==> src/rtl/port_uart_tx.sv <==
// 8N1 UART transmitter fed by a small write FIFO; frames leave back-to-back while bytes are queued.
// A dropped write (FIFO full) sets a sticky overflow flag until cleared.
module port_uart_tx #(
   parameter int unsigned CLKS_PER_BIT = 868,
   parameter int unsigned FIFO_DEPTH = 4,
   localparam int unsigned MEMORY_DATA_BITS = 8,
   localparam int unsigned COUNT_W = $clog2(FIFO_DEPTH + 1)
) (
   input  logic                        clk,
   input  logic                        reset,
   input  logic                        wr_en,
   input  logic [MEMORY_DATA_BITS-1:0] wr_data,
   input  logic                        ovf_clr,
   output logic                        tx,
   output logic                        busy,
   output logic [COUNT_W-1:0]          fifo_count,
   output logic                        fifo_full,
   output logic                        overflow
);

   localparam int unsigned PTR_W     = $clog2(FIFO_DEPTH);
   localparam int unsigned BIT_CNT_W = $clog2(CLKS_PER_BIT);

   typedef enum logic [1:0] {IDLE, START, DATA, STOP} state_t;

   state_t                      state, state_n;
   logic [BIT_CNT_W-1:0]        bit_cnt, bit_cnt_n;
   logic [2:0]                  bit_idx, bit_idx_n;
   logic [MEMORY_DATA_BITS-1:0] shreg, shreg_n;
   logic                        tx_n;
   logic [PTR_W-1:0]            wr_ptr, wr_ptr_n, rd_ptr, rd_ptr_n;
   logic [COUNT_W-1:0]          count_n;
   logic                        full_n, ovf_n;
   logic                        push_c, pop_c, bit_end_c;

   logic [MEMORY_DATA_BITS-1:0] mem [FIFO_DEPTH];

   assign bit_end_c = (bit_cnt == BIT_CNT_W'(CLKS_PER_BIT - 1));
   assign push_c    = wr_en && !fifo_full;

   // Next-state, shifter, FIFO bookkeeping and overflow flag
   always_comb begin
      state_n   = state;
      bit_cnt_n = bit_cnt;
      bit_idx_n = bit_idx;
      shreg_n   = shreg;
      tx_n      = tx;
      pop_c     = 1'b0;

      case (state)
         IDLE: begin
            tx_n      = 1'b1;
            bit_cnt_n = '0;
            if (fifo_count != '0) begin
               pop_c   = 1'b1;
               shreg_n = mem[rd_ptr];
               state_n = START;
               tx_n    = 1'b0;
            end
         end
         START: begin
            if (bit_end_c) begin
               bit_cnt_n = '0;
               bit_idx_n = '0;
               state_n   = DATA;
               tx_n      = shreg[0];
            end else begin
               bit_cnt_n = bit_cnt + BIT_CNT_W'(1);
            end
         end
         DATA: begin
            if (bit_end_c) begin
               bit_cnt_n = '0;
               if (bit_idx == 3'd7) begin
                  state_n = STOP;
                  tx_n    = 1'b1;
               end else begin
                  bit_idx_n = bit_idx + 3'd1;
                  shreg_n   = {1'b0, shreg[MEMORY_DATA_BITS-1:1]};
                  tx_n      = shreg[1];
               end
            end else begin
               bit_cnt_n = bit_cnt + BIT_CNT_W'(1);
            end
         end
         STOP: begin
            if (bit_end_c) begin
               bit_cnt_n = '0;
               if (fifo_count != '0) begin
                  pop_c   = 1'b1;
                  shreg_n = mem[rd_ptr];
                  state_n = START;
                  tx_n    = 1'b0;
               end else begin
                  state_n = IDLE;
                  tx_n    = 1'b1;
               end
            end else begin
               bit_cnt_n = bit_cnt + BIT_CNT_W'(1);
            end
         end
         default: begin
            state_n = IDLE;
            tx_n    = 1'b1;
         end
      endcase

      wr_ptr_n = push_c ? wr_ptr + PTR_W'(1) : wr_ptr;
      rd_ptr_n = pop_c  ? rd_ptr + PTR_W'(1) : rd_ptr;
      count_n  = fifo_count + COUNT_W'(push_c) - COUNT_W'(pop_c);
      full_n   = (count_n == COUNT_W'(FIFO_DEPTH));

      // A dropped write outranks a clear in the same cycle
      ovf_n = overflow;
      if (ovf_clr)
         ovf_n = 1'b0;
      if (wr_en && fifo_full)
         ovf_n = 1'b1;
   end

   always_ff @(posedge clk) begin
      if (reset) begin
         state      <= IDLE;
         bit_cnt    <= '0;
         bit_idx    <= '0;
         shreg      <= '0;
         tx         <= 1'b1;
         busy       <= 1'b0;
         wr_ptr     <= '0;
         rd_ptr     <= '0;
         fifo_count <= '0;
         fifo_full  <= 1'b0;
         overflow   <= 1'b0;
      end else begin
         state      <= state_n;
         bit_cnt    <= bit_cnt_n;
         bit_idx    <= bit_idx_n;
         shreg      <= shreg_n;
         tx         <= tx_n;
         busy       <= (state_n != IDLE);
         wr_ptr     <= wr_ptr_n;
         rd_ptr     <= rd_ptr_n;
         fifo_count <= count_n;
         fifo_full  <= full_n;
         overflow   <= ovf_n;
      end
   end

   // Storage needs no reset; pointers and count define validity
   always_ff @(posedge clk) begin
      if (push_c && !reset)
         mem[wr_ptr] <= wr_data;
   end

endmodule
==> config.mk <==
export PLATFORM = sky130hd
export DESIGN_NAME = port_uart_tx
export DESIGN_NICKNAME = d
export VERILOG_FILES = /design/src/rtl/port_uart_tx.sv
export SDC_FILE = /design/constraint.sdc
export NUM_CORES = 1
export LEC_CHECK = 0
export CELL_PAD_IN_SITES_DETAIL_PLACEMENT = 0
export CELL_PAD_IN_SITES_GLOBAL_PLACEMENT = 1
export CORE_ASPECT_RATIO = 0.6
export CORE_MARGIN = 4
export CORE_UTILIZATION = 48
export DETAILED_ROUTE_END_ITERATION = 7
export PLACE_DENSITY = 0.84
export SKIP_CTS_REPAIR_TIMING = 1
export SYNTH_ARGS = -nofsm -noshare
export SYNTH_HDL_FRONTEND = slang
export SYNTH_SLANG_ARGS = --single-unit
==> constraint.sdc <==
create_clock -name clk -period 2.7 [get_ports clk]
set_clock_uncertainty 0.05 [all_clocks]
set_input_delay 0.54 -clock clk [delete_from_list [all_inputs] [get_ports clk]]
set_output_delay 0.54 -clock clk [all_outputs]
set_load 0.05 [all_outputs]
==> After elaboration in Yosys (flattened, before gate mapping) <==
Memory sizes are Yosys's and may differ from the RTL's. A register that Yosys moved wholly into a read port is not among the register bits.
Index checks and enable logic that the tools add are counted.
{ "word_totals": {"reg_bits": 34, "ramBits": 32, "in_bits": 12, "output_inout_bits": 7, "memories": 1} }
{ "classes": {"n_addsub": 6, "eq_ne": 10, "n_mux": 33, "reduce_logical": 15} }
{ "memory_table": {"columns": ["name", "depth", "word_bits", "read_ports", "rd_clocked_by_memory_dff", "write_ports", "line_no", "rtl"], "rows": [
  ["mem", 4, 8, 1, 1, 1, "36", "logic [MEMORY_DATA_BITS-1:0] mem [FIFO_DEPTH];"]
]} }
{ "ops": {"columns": ["op", "count"], "rows": [
  ["8-bit two-way mux", 4],
  ["8-bit case mux with 3 select lines", 1],
  ["10-bit case mux with 2 select lines", 1],
  ["2-bit two-way mux", 7],
  ["1-bit two-way mux", 12],
  ["10-bit by 1-bit adder with 10-bit output, second input constant", 1],
  ["10-bit equality test, second input constant", 1],
  ["10-bit two-way mux", 1],
  ["3-bit two-way mux", 3],
  ["2-bit inequality test, second input constant", 4],
  ["2-bit case mux with 4 select lines", 1],
  ["4-bit AND reduction", 2],
  ["3-bit equality test, second input constant", 2],
  ["3-bit case mux with 2 select lines", 1],
  ["2-bit nonzero test", 3],
  ["3-bit nonzero test", 2],
  ["2-bit by 1-bit adder with 2-bit output, second input constant", 2],
  ["2-bit equality test, second input constant", 2],
  ["1-bit case mux with 4 select lines", 1],
  ["3-bit by 1-bit adder with 3-bit output", 1],
  ["3-bit by 1-bit adder with 3-bit output, second input constant", 1],
  ["1-bit logical AND", 3],
  ["3-bit AND reduction", 1],
  ["3-bit OR reduction", 1],
  ["5 further kinds", 6]
]} }

==> Logic depth before layout (Yosys ltp) <==
Gate-level depths: netlist of the first run.
{ "depth": {"ltp_word": 6, "depth_mapped": 11, "depth_no_buf": 11} }

==> Least setup slack after synthesis of the first run <==
OpenSTA, ideal clock, no wires.
{ "synth_timing": {"path_type": "flip-flop to flip-flop", "startpoint": "reg fifo_count[0]", "endpoint": "reg fifo_full", "setup_time_ps": 92, "arrival_ps": 2448, "t_required_ps": 2558, "setup_slack_ps": 110, "stages_incl_launch_ff": 11, "synth_period_minus_slack_ps": 2590, "cell_sequence": "dfxtp_1 > or3_1 > nand2b_1 > nor2_1 > ha_1 > inv_1 > ha_1 > fa_1 > xnor2_1 > xnor2_1 > nor4_1"} }
{ "synth_between": {"elab_chain_cells": 6} }
{ "synth_rtl": {"columns": ["element", "line_no", "rtl"], "rows": [
  ["from (decl)", "16", "output logic [COUNT_W-1:0] fifo_count,"],
  ["from (signal assigned)", "143", "fifo_count <= count_n;"],
  ["3-bit nonzero test (*)", "54, 89", null],
  ["1-bit two-way mux (*)", "54, 89", null],
  ["1-bit two-way mux", "87", "if (bit_end_c) begin"],
  ["1-bit case mux with 2 select lines (*)", "50", "case (state)"],
  ["via pop_c", "34", "logic push_c, pop_c, bit_end_c;"],
  ["3-bit by 1-bit subtractor with 3-bit output (*)", "110", "count_n = fifo_count + COUNT_W'(push_c) - COUNT_W'(pop_c);"],
  ["3-bit equality test (*)", "111", "full_n = (count_n == COUNT_W'(FIFO_DEPTH));"],
  ["to (signal assigned)", "144", "fifo_full <= full_n;"],
  ["to (decl)", "17", "output logic fifo_full,"]
]} }
Mark *: on every way through the listed nets, which the timed path passes. The rest lies on a longest branch.
A chain may end at the register's enable or synchronous reset.

==> Final worst setup path of the first run <==
{ "layout_timing": {"startpoint": "reg bit_cnt[0]", "endpoint": "reg fifo_full"} }
{ "layout_between": {"elab_chain_cells": 5} }
{ "layout_rtl": {"columns": ["element", "line_no", "rtl"], "rows": [
  ["from (decl)", "27", "logic [BIT_CNT_W-1:0] bit_cnt, bit_cnt_n;"],
  ["from (signal assigned)", "136", "bit_cnt <= bit_cnt_n;"],
  ["10-bit equality test", "38", "assign bit_end_c = (bit_cnt == BIT_CNT_W'(CLKS_PER_BIT - 1));"],
  ["1-bit two-way mux", "87", null],
  ["1-bit case mux with 2 select lines", "50", null],
  ["via pop_c", "34", null],
  ["3-bit by 1-bit subtractor with 3-bit output", "110", null],
  ["3-bit equality test", "111", null]
]} }
The timed path passes the listed nets, and every way through them passes these cells.

==> results of run 1 <==
area by class of cell:
cell class                 instances  area (µm²)  share of cell area [%]
inverter                          10        37.5                    1.06
tap                               84         105                    2.97
multi-input combinational        156        1260                    35.8
clock buffer                      10         128                    3.61
clock inverter                     6        63.8                    1.81
sequential                        68        1680                    47.6
timing repair buffer              28         255                    7.22
metrics by stage:
step / utilization [%] / area, µm² / hold slack, ns / setup slack (ns) / setup TNS [ns]
floorplan: - / 3030 / 0.380 / 0.110 / 0
global placement: 54.7 / 3340 / 0.390 / 0.0308 / 0
detailed placement: 54.7 / 3340 / 0.414 / -0.0530 / -0.0640
CTS: 57.8 / 3530 / 0.427 / 0.0921 / 0
global route: 57.8 / 3530 / 0.459 / 0.0149 / 0
finish: 57.8 / 3530 / 0.424 / 0.143 / 0
placed cells by master, fill, tap and decap left out, types with 10 or more instances in the layout:
master,instances
sky130_fd_sc_hd__buf_4,10
sky130_fd_sc_hd__nor2_1,22
sky130_fd_sc_hd__or3_1,10
sky130_fd_sc_hd__dfxtp_1,36
sky130_fd_sc_hd__ha_1,14
sky130_fd_sc_hd__nand2_1,12
sky130_fd_sc_hd__clkdlybuf4s50_1,18
sky130_fd_sc_hd__a21oi_1,14
sky130_fd_sc_hd__o21ai_0,10
sky130_fd_sc_hd__inv_1,10
sky130_fd_sc_hd__edfxtp_1,32
registers in the layout, indices dropped and copies added, names as in the netlist, named ones only:
signal      flops
rd_ptr          2
state           2
bit_idx         3
bit_cnt        10
overflow        1
busy            1
fifo_count      3
shreg           8
wr_ptr          2
mem            32
tx              1
fifo_full       1
cells by family (layout without fill, tap and decap cells):
family | count (synthesis) | count (layout) | share of synthesized area [%]
AOI/OAI and AO/OA | 42 | 42 | 10.1
muxes | 15 | 15 | 8.25
DFF | 68 | 68 | 55.5
and+or+nand+nor | 73 | 73 | 13.7
adders and majority gates | 15 | 15 | 6.44
buffers and inverters | 19 | 54 | 2.85
xor gates and xnor gates | 11 | 11 | 3.18
layer usage:
layer	GRT usage, %	vias up
met5	0	-
met4	4.51	0
met3	5.32	5
met2	20.4	43
met1	23.2	893
li1	-	951
worst register-to-register path, cell delays in order (launching register included):
cell and delay, ns:
sky130_fd_sc_hd__dfxtp_1 0.34, sky130_fd_sc_hd__ha_1 0.24, sky130_fd_sc_hd__and4bb_4 0.25, sky130_fd_sc_hd__a41oi_2 0.20
sky130_fd_sc_hd__nor2_1 0.09, sky130_fd_sc_hd__ha_1 0.28, sky130_fd_sc_hd__inv_1 0.04, sky130_fd_sc_hd__ha_1 0.18
sky130_fd_sc_hd__fa_1 0.38, sky130_fd_sc_hd__xnor2_1 0.15, sky130_fd_sc_hd__xnor2_1 0.14, sky130_fd_sc_hd__nor4_1 0.15
path summary, 6_finish.rpt:
check / from / to / cells after the start
setup / recovery: bit_cnt[0] / fifo_full / 11
hold / removal: shreg[3] / shreg[3] / 2
hold reg to reg: shreg[3] / shreg[3] / 2
setup reg to reg: bit_cnt[0] / fifo_full / 11
report_power, final:
part | internal, W | switching [W] | leakage (nW)
Sequential | 0.00125 | 0.000126 | 0.584
Combinational | 0.000486 | 0.000584 | 0.518
Clock | 0.000426 | 0.000378 | 0.0927
Total | 0.00217 | 0.00109 | 1.20
==> results.txt, run 1 <==
----------------------------------------------------
[Global routing]
  Global routing usage summed across all routing layers ... 15.3%
  Maximum number of pins on one net before global-route repair ... 27
  First-pass GRT wire length ... 9130 µm
  Number of antenna violations at the first check in global routing ... 0
  Total grt overflow ... 0
  Number of global-route vias before repair ... 1842

[Synthesis]
  Number of synthesized flops with an enable pin ... 32
  Library cell with the highest instance count after synthesis ... sky130_fd_sc_hd__dfxtp_1
  Cell types with the largest area share after synthesis ... sky130_fd_sc_hd__edfxtp_1 32%, sky130_fd_sc_hd__dfxtp_1 24%, sky130_fd_sc_hd__mux4_2 5.9%
  Syn Inst Count ... 243
  #FFs+latches synth ... between 60 and 70
  Distinct cell type count after synthesis ... 49
  Most used flip-flop cell after synthesis ... sky130_fd_sc_hd__dfxtp_1
  Sequential-to-total area share from yosys stat ... 55.5%
  Number of synthesis warnings ... 0
  Most common library cells after synthesis ... 36 x sky130_fd_sc_hd__dfxtp_1, 32 x sky130_fd_sc_hd__edfxtp_1, 22 x sky130_fd_sc_hd__nor2_1
  Area fraction of the dominant cell type after synthesis ... 31.7%
  Largest area contributor in the netlist ... sky130_fd_sc_hd__edfxtp_1
  Post-synthesis net count ... 270
  Avg Cell Area, Syn ... roughly 12 µm²
  FFs w/ async S/R, synth ... 0%
  Cell area after technology mapping ... 0.00303 mm²

[Route]
  Vias post-DR ... 1892
  Total wire length after detailed routing ... 5390 µm
  Number of DRC violations after detailed routing ... 0
  Top layer reached by signal wires ... met4
  Remaining number of nets flagged by the antenna check after routing ... 0
  Per-cell via count in the routed design ... 5.23
  WL/cell ... 14.9 µm
  Met2 Routed Length ... 2190 µm
  DRC marker count from the first detailed-route iteration ... 94
  Sum of met3 wire segment lengths after detailed routing ... 307 µm
  Number of optimization iterations in the first detailed-route pass ... 4
  Met1 Routed Length ... 2840 µm

[CTS]
  Clock H-tree levels ... 3
  Max clock buf depth ... 2
  Clock transition at the registers of the reported paths ... 0.07 ns
  Inserted Clock Buffers ... 9
  Clock insertion delay at the later pin of the skew report ... 0.34 ns
  Clock sink count ... 68
  Root buffer cell ... sky130_fd_sc_hd__clkbuf_8
  TritonCTS clock tree ... built

[Worst setup path]
  Crit end category ... flop
  Maximum net fanout on the critical path ... 4
  Startpoint Class ... flop
  R2R Setup Slk ... 0.14 ns
  Critical path's top delay family ... adder cells
  Most used cell, CP ... sky130_fd_sc_hd__ha_1
  Critical Path RT ... 2.90 ns
  Worst Path Arrival ... 2.76 ns
  Critical-path cell with the highest stage delay ... sky130_fd_sc_hd__fa_1
  Delay of the slowest cell on the worst path ... 0.38 ns
  WP buf/inv ... 1
  Cells along the critical path ... ha_1 -> and4bb_4 -> a41oi_2 -> nor2_1 -> ha_1 -> inv_1 -> ha_1 -> fa_1 -> xnor2_1 -> xnor2_1 -> nor4_1
  Kind of critical path ... flop to flop

[Floorplan]
  Effective utilization at floorplan ... between 40% and 50%
  Die Width ... 111 µm
  I/O pins ... 19
  Placeable Area ... 0.00611 mm²
  Die Y-Extent ... 69.6 µm
  Floorplan row count ... 22
  Total Die Area ... 0.00769 mm²

[Final layout]
  Layout overhead on the synthesized area ... 16.6%
  Diode count ... 0
  Final Instance Count excl. Fillers ... 362
  Filler cell count ... 539
  Nets ... 300
  Ratio of cells with drive above 1 in the final layout ... 16.2%

[Placement]
  Instance count after placement with tap cells included ... 346
  Placed wire-length estimate after detailed placement ... 3950 µm
  Number of buffer cells added on primary ports ... 18
  Final weighted congestion in routability-driven placement ... 0.852

[Timing]
  Final Hold Fails ... 0
  Highest attainable clock frequency ... just under 400 MHz
  Minimum period implied by the final worst setup slack ... 2.56 ns
  Final number of max-transition violations ... 0
  Setup violators final ... 0
  Final clock period utilization by the worst path ... about 95%
  Max-Slew Margin vs Limit ... between 60 and 70%
  Actual slew at the worst max-slew pin ... 0.557 ns
  Unrepaired setup endpoints after global routing ... false

[Power and ir drop]
  Post-layout power ... 0.00325 W
  Ratio of total power to cell area ... 921 mW/mm²
  Worst IR drop on VDD ... ~0.00053 V
  LEAKAGE ... approximately 1.2 nW

[Flow run]
  Max-cap viol count ... 0

[Worst hold path]
  Type of the most critical hold path ... flop to flop

[Run status]
  Run status ... completed

----------------------------------------------------
(Power assumes the default switching activity.)
==> inputs of run 2 (changes only) <==
Settings changed: CORE_UTILIZATION 48 to 52, PLACE_DENSITY 0.84 to 0.89, SKIP_CTS_REPAIR_TIMING 1 to not set.
Clock period 2.7 ns to 3.3 ns, I/O delays scaled along.
==> run 2 against run 1 <==
  * Utilization rose by 4.3 points
  * Largest power group unchanged
  * Total power fell by 18%
  * Sequential power fell by 17%
  * Global-route usage rose by 1.4 points
  * Setup slack improved by 0.46 ns
  * Non-clock buffer count fell by 9
  * Highest routed layer unchanged
==> results.txt, run 2 (synthesis gave the netlist of run 1 again) <==
----------------------------------------------------
[Run status]
  Run status ... completed (unchanged)

[Final layout]
  Leading registers by flop count ... mem: 32 flops, bit_cnt: 10 flops, shreg: 8 flops (unchanged)
  Layout overhead on the synthesized area ... 14.7% (was 16.6%)
  Commonest cells after routing, fill and taps aside ... 36 x sky130_fd_sc_hd__dfxtp_1, 32 x sky130_fd_sc_hd__edfxtp_1, 22 x sky130_fd_sc_hd__nor2_1, 18 x sky130_fd_sc_hd__clkdlybuf4s50_1 (unchanged)
  Ratio of cells with drive above 1 in the final layout ... 13.8% (was 16.2%)
  Nets ... 291 (was 300)
  Filler cell count ... 433 (was 539)
  Most common cell after layout, fill and taps aside ... sky130_fd_sc_hd__dfxtp_1 (unchanged)
  Diode count ... 0 (unchanged)
  Largest register FFs ... 32 (unchanged)
  Largest register by flop count ... mem (unchanged)

[Placement]
  Placed wire-length estimate after detailed placement ... 3710 µm (was 3950 µm)
  Number of buffer cells added on primary ports ... 18 (unchanged)
  Post-placement worst setup slack ... 0.347 ns (was -0.0530 ns)
  Final weighted congestion in routability-driven placement ... 0.727 (was 0.852)

[Global routing]
  Total grt overflow ... 0 (unchanged)
  Global routing usage summed across all routing layers ... 16.7% (was 15.3%)
  Number of antenna violations at the first check in global routing ... 0 (unchanged)
  Number of global-route vias before repair ... 1761 (was 1842)
  First-pass GRT wire length ... 8760 µm (was 9130 µm)
  Maximum number of pins on one net before global-route repair ... 27 (unchanged)

[Route]
  Remaining number of nets flagged by the antenna check after routing ... 0 (unchanged)
  DRC marker count from the first detailed-route iteration ... 126 (was 94)
  Number of DRC violations after detailed routing ... 0 (unchanged)
  Vias post-DR ... 1866 (was 1892)
  Number of optimization iterations in the first detailed-route pass ... 4 (unchanged)
  Total wire length after detailed routing ... 5310 µm (was 5390 µm)
  Per-cell via count in the routed design ... 5.35 (was 5.23)
  WL/cell ... 15.2 µm (was 14.9 µm)

[Power and ir drop]
  Part of the power in the clock network ... 26.3% (was 24.7%)
  Int Power ... 0.00174 W (was 0.00217 W)
  Worst IR drop on VDD ... 0.000424 V (was 0.000534 V)
  Ratio of total power to cell area ... 764 mW/mm² (was 921 mW/mm²)
  Register share of total power ... 43.2% (was 42.4%)
  LEAKAGE ... 1.16 nW (was 1.20 nW)
  Net switching power ... 0.000912 W (was 0.00109 W)
  Logic pwr share ... 30.6% (was 32.9%)
  Sw frac ... 34.3% (was 33.4%)

[Worst setup path]
  Kind of critical path ... flop to flop (unchanged)
  R2R Setup Slk ... 0.60 ns (was 0.14 ns)
  Crit end category ... flop (unchanged)
  Critical Path RT ... 3.51 ns (was 2.90 ns)
  Capture instance of the worst register-to-register path ... fifo_full (unchanged)
  Timing startpoint of the critical path ... bit_cnt[0] (unchanged)
  Worst reg-to-reg path cell count ... 11 (unchanged)
  Maximum net fanout on the critical path ... 5 (was 4)
  Worst Path Arrival ... 2.91 ns (was 2.76 ns)
  Startpoint Class ... flop (unchanged)
  Critical R2R Launch ... bit_cnt[0] (unchanged)
  Worst Setup EP ... fifo_full (unchanged)

[Timing]
  Highest attainable clock frequency ... 370 MHz (was 391 MHz)
  Minimum period implied by the final worst setup slack ... 2.70 ns (was 2.56 ns)
  Max-Slew Margin vs Limit ... 45.2% (was 62.8%)
  Worst-case setup margin in the final layout ... 0.599 ns (was 0.143 ns)
  Final clock period utilization by the worst path ... 81.8% (was 94.7%)
  Setup violators final ... 0 (unchanged)
  Final number of max-transition violations ... 0 (unchanged)
  Actual slew at the worst max-slew pin ... 0.823 ns (was 0.557 ns)
  Final sum of negative setup slack ... 0 ns (unchanged)
  Final Hold Fails ... 0 (unchanged)
  Unrepaired setup endpoints after global routing ... false (unchanged)

[CTS]
  Clock H-tree levels ... 3 (unchanged)
  Setup bufs post-CTS ... 0
  Clock transition at the registers of the reported paths ... 0.07 ns (about the same)
  Root buffer cell ... sky130_fd_sc_hd__clkbuf_8 (unchanged)
  Clock sink count ... 68 (unchanged)
  Max clock buf depth ... 2 (unchanged)
  TritonCTS clock tree ... built (unchanged)
  Resized cells post-CTS ... 0
  Inserted Clock Buffers ... 9 (unchanged)
  Hold buffers post-CTS ... 0
  Clock insertion delay at the later pin of the skew report ... 0.35 ns (was 0.34 ns)

[Floorplan]
  Total Die Area ... 0.00716 mm² (was 0.00769 mm²)
  Die Width ... 107 µm (was 111 µm)
  Placeable Area ... 0.00560 mm² (was 0.00611 mm²)
  I/O pins ... 19 (unchanged)
  Floorplan row count ... 21 (was 22)
  Effective utilization at floorplan ... 54.2% (was 49.6%)
  Die Y-Extent ... 67.1 µm (was 69.6 µm)

[Flow run]
  Max-cap viol count ... 0 (unchanged)

[Worst hold path]
  Type of the most critical hold path ... flop to flop (unchanged)

----------------------------------------------------
-- run 2: changes by cell type in the layout (fill, tap and decap cells not counted), sizes merged --
cell	before	now
inv	11	13
buf	10	1
clkinvlp	2	1
clkbuf	10	9
-- run 2: cell type report --
| class | count | area (µm²) | area share, % |
|---|---|---|---|
| clock inverter | 7 | 81.3 | 2.34 |
| tap | 80 | 100 | 2.88 |
| inverter | 10 | 37.5 | 1.08 |
| timing repair buffer | 19 | 188 | 5.40 |
| multi-input combinational | 156 | 1260 | 36.4 |
| sequential | 68 | 1680 | 48.4 |
| clock buffer | 9 | 124 | 3.56 |
-- run 2: power groups by stage --
| stage | logic (W) | registers [W] | clock network (W) |
|---|---|---|---|
| after global placement | 0.000797 | 0.00116 | 0 |
| after detailed placement | 0.000808 | 0.00117 | 0 |
| after global routing | 0.000897 | 0.00117 | 0.000765 |
| final | 0.000812 | 0.00115 | 0.000698 |
| after CTS | 0.000815 | 0.00115 | 0.000716 |
| after floorplan | 0.000544 | 0.00122 | 0 |
-- run 2: worst min path at each step --
stage | start | endpoint | slack (ns) | cells past startpoint
5_1_grt | overflow | overflow | 0.44 | 2
3_5_place_dp | bit_cnt[0] | bit_cnt[0] | 0.41 | 1
6_report | bit_cnt[0] | bit_cnt[0] | 0.41 | 1
2_1_floorplan | bit_cnt[0] | bit_cnt[0] | 0.38 | 1
3_3_place_gp | bit_cnt[0] | bit_cnt[0] | 0.39 | 1
4_1_cts | bit_cnt[0] | bit_cnt[0] | 0.42 | 1
-- run 2: per-stage QoR --
step                      hold slack, ns  instances  utilization, %  power (W)  cell area, µm²
after floorplan                    0.380        243               -    0.00176            3030
after global placement             0.394        333            58.4    0.00196            3270
after detailed placement           0.406        333            58.4    0.00197            3270
final                              0.414        349            62.1    0.00266            3480
after global routing               0.444        349            62.1    0.00283            3480
after CTS                          0.416        349            62.1    0.00268            3480
-- run 2: worst max-delay path, cell delays in order, from the launching register on --
cell and delay, ns:
sky130_fd_sc_hd__dfxtp_1 0.34, sky130_fd_sc_hd__ha_1 0.27, sky130_fd_sc_hd__and4bb_4 0.26, sky130_fd_sc_hd__a41oi_2 0.29
sky130_fd_sc_hd__nor2_1 0.10, sky130_fd_sc_hd__ha_1 0.28, sky130_fd_sc_hd__inv_1 0.04, sky130_fd_sc_hd__ha_1 0.18
sky130_fd_sc_hd__fa_1 0.37, sky130_fd_sc_hd__xnor2_1 0.14, sky130_fd_sc_hd__xnor2_1 0.14, sky130_fd_sc_hd__nor4_1 0.15
-- run 2: metal layers --
| layer | share of wire, % | vias up | GRT usage [%] |
|---|---|---|---|
| met3 | 4.5 | 11 | 7.07 |
| met2 | 42 | 26 | 22.4 |
| met4 | 1.3 | 0 | 6.22 |
| met1 | 53 | 892 | 23.8 |
| met5 | 0 | - | 0 |
| li1 | - | 937 | - |
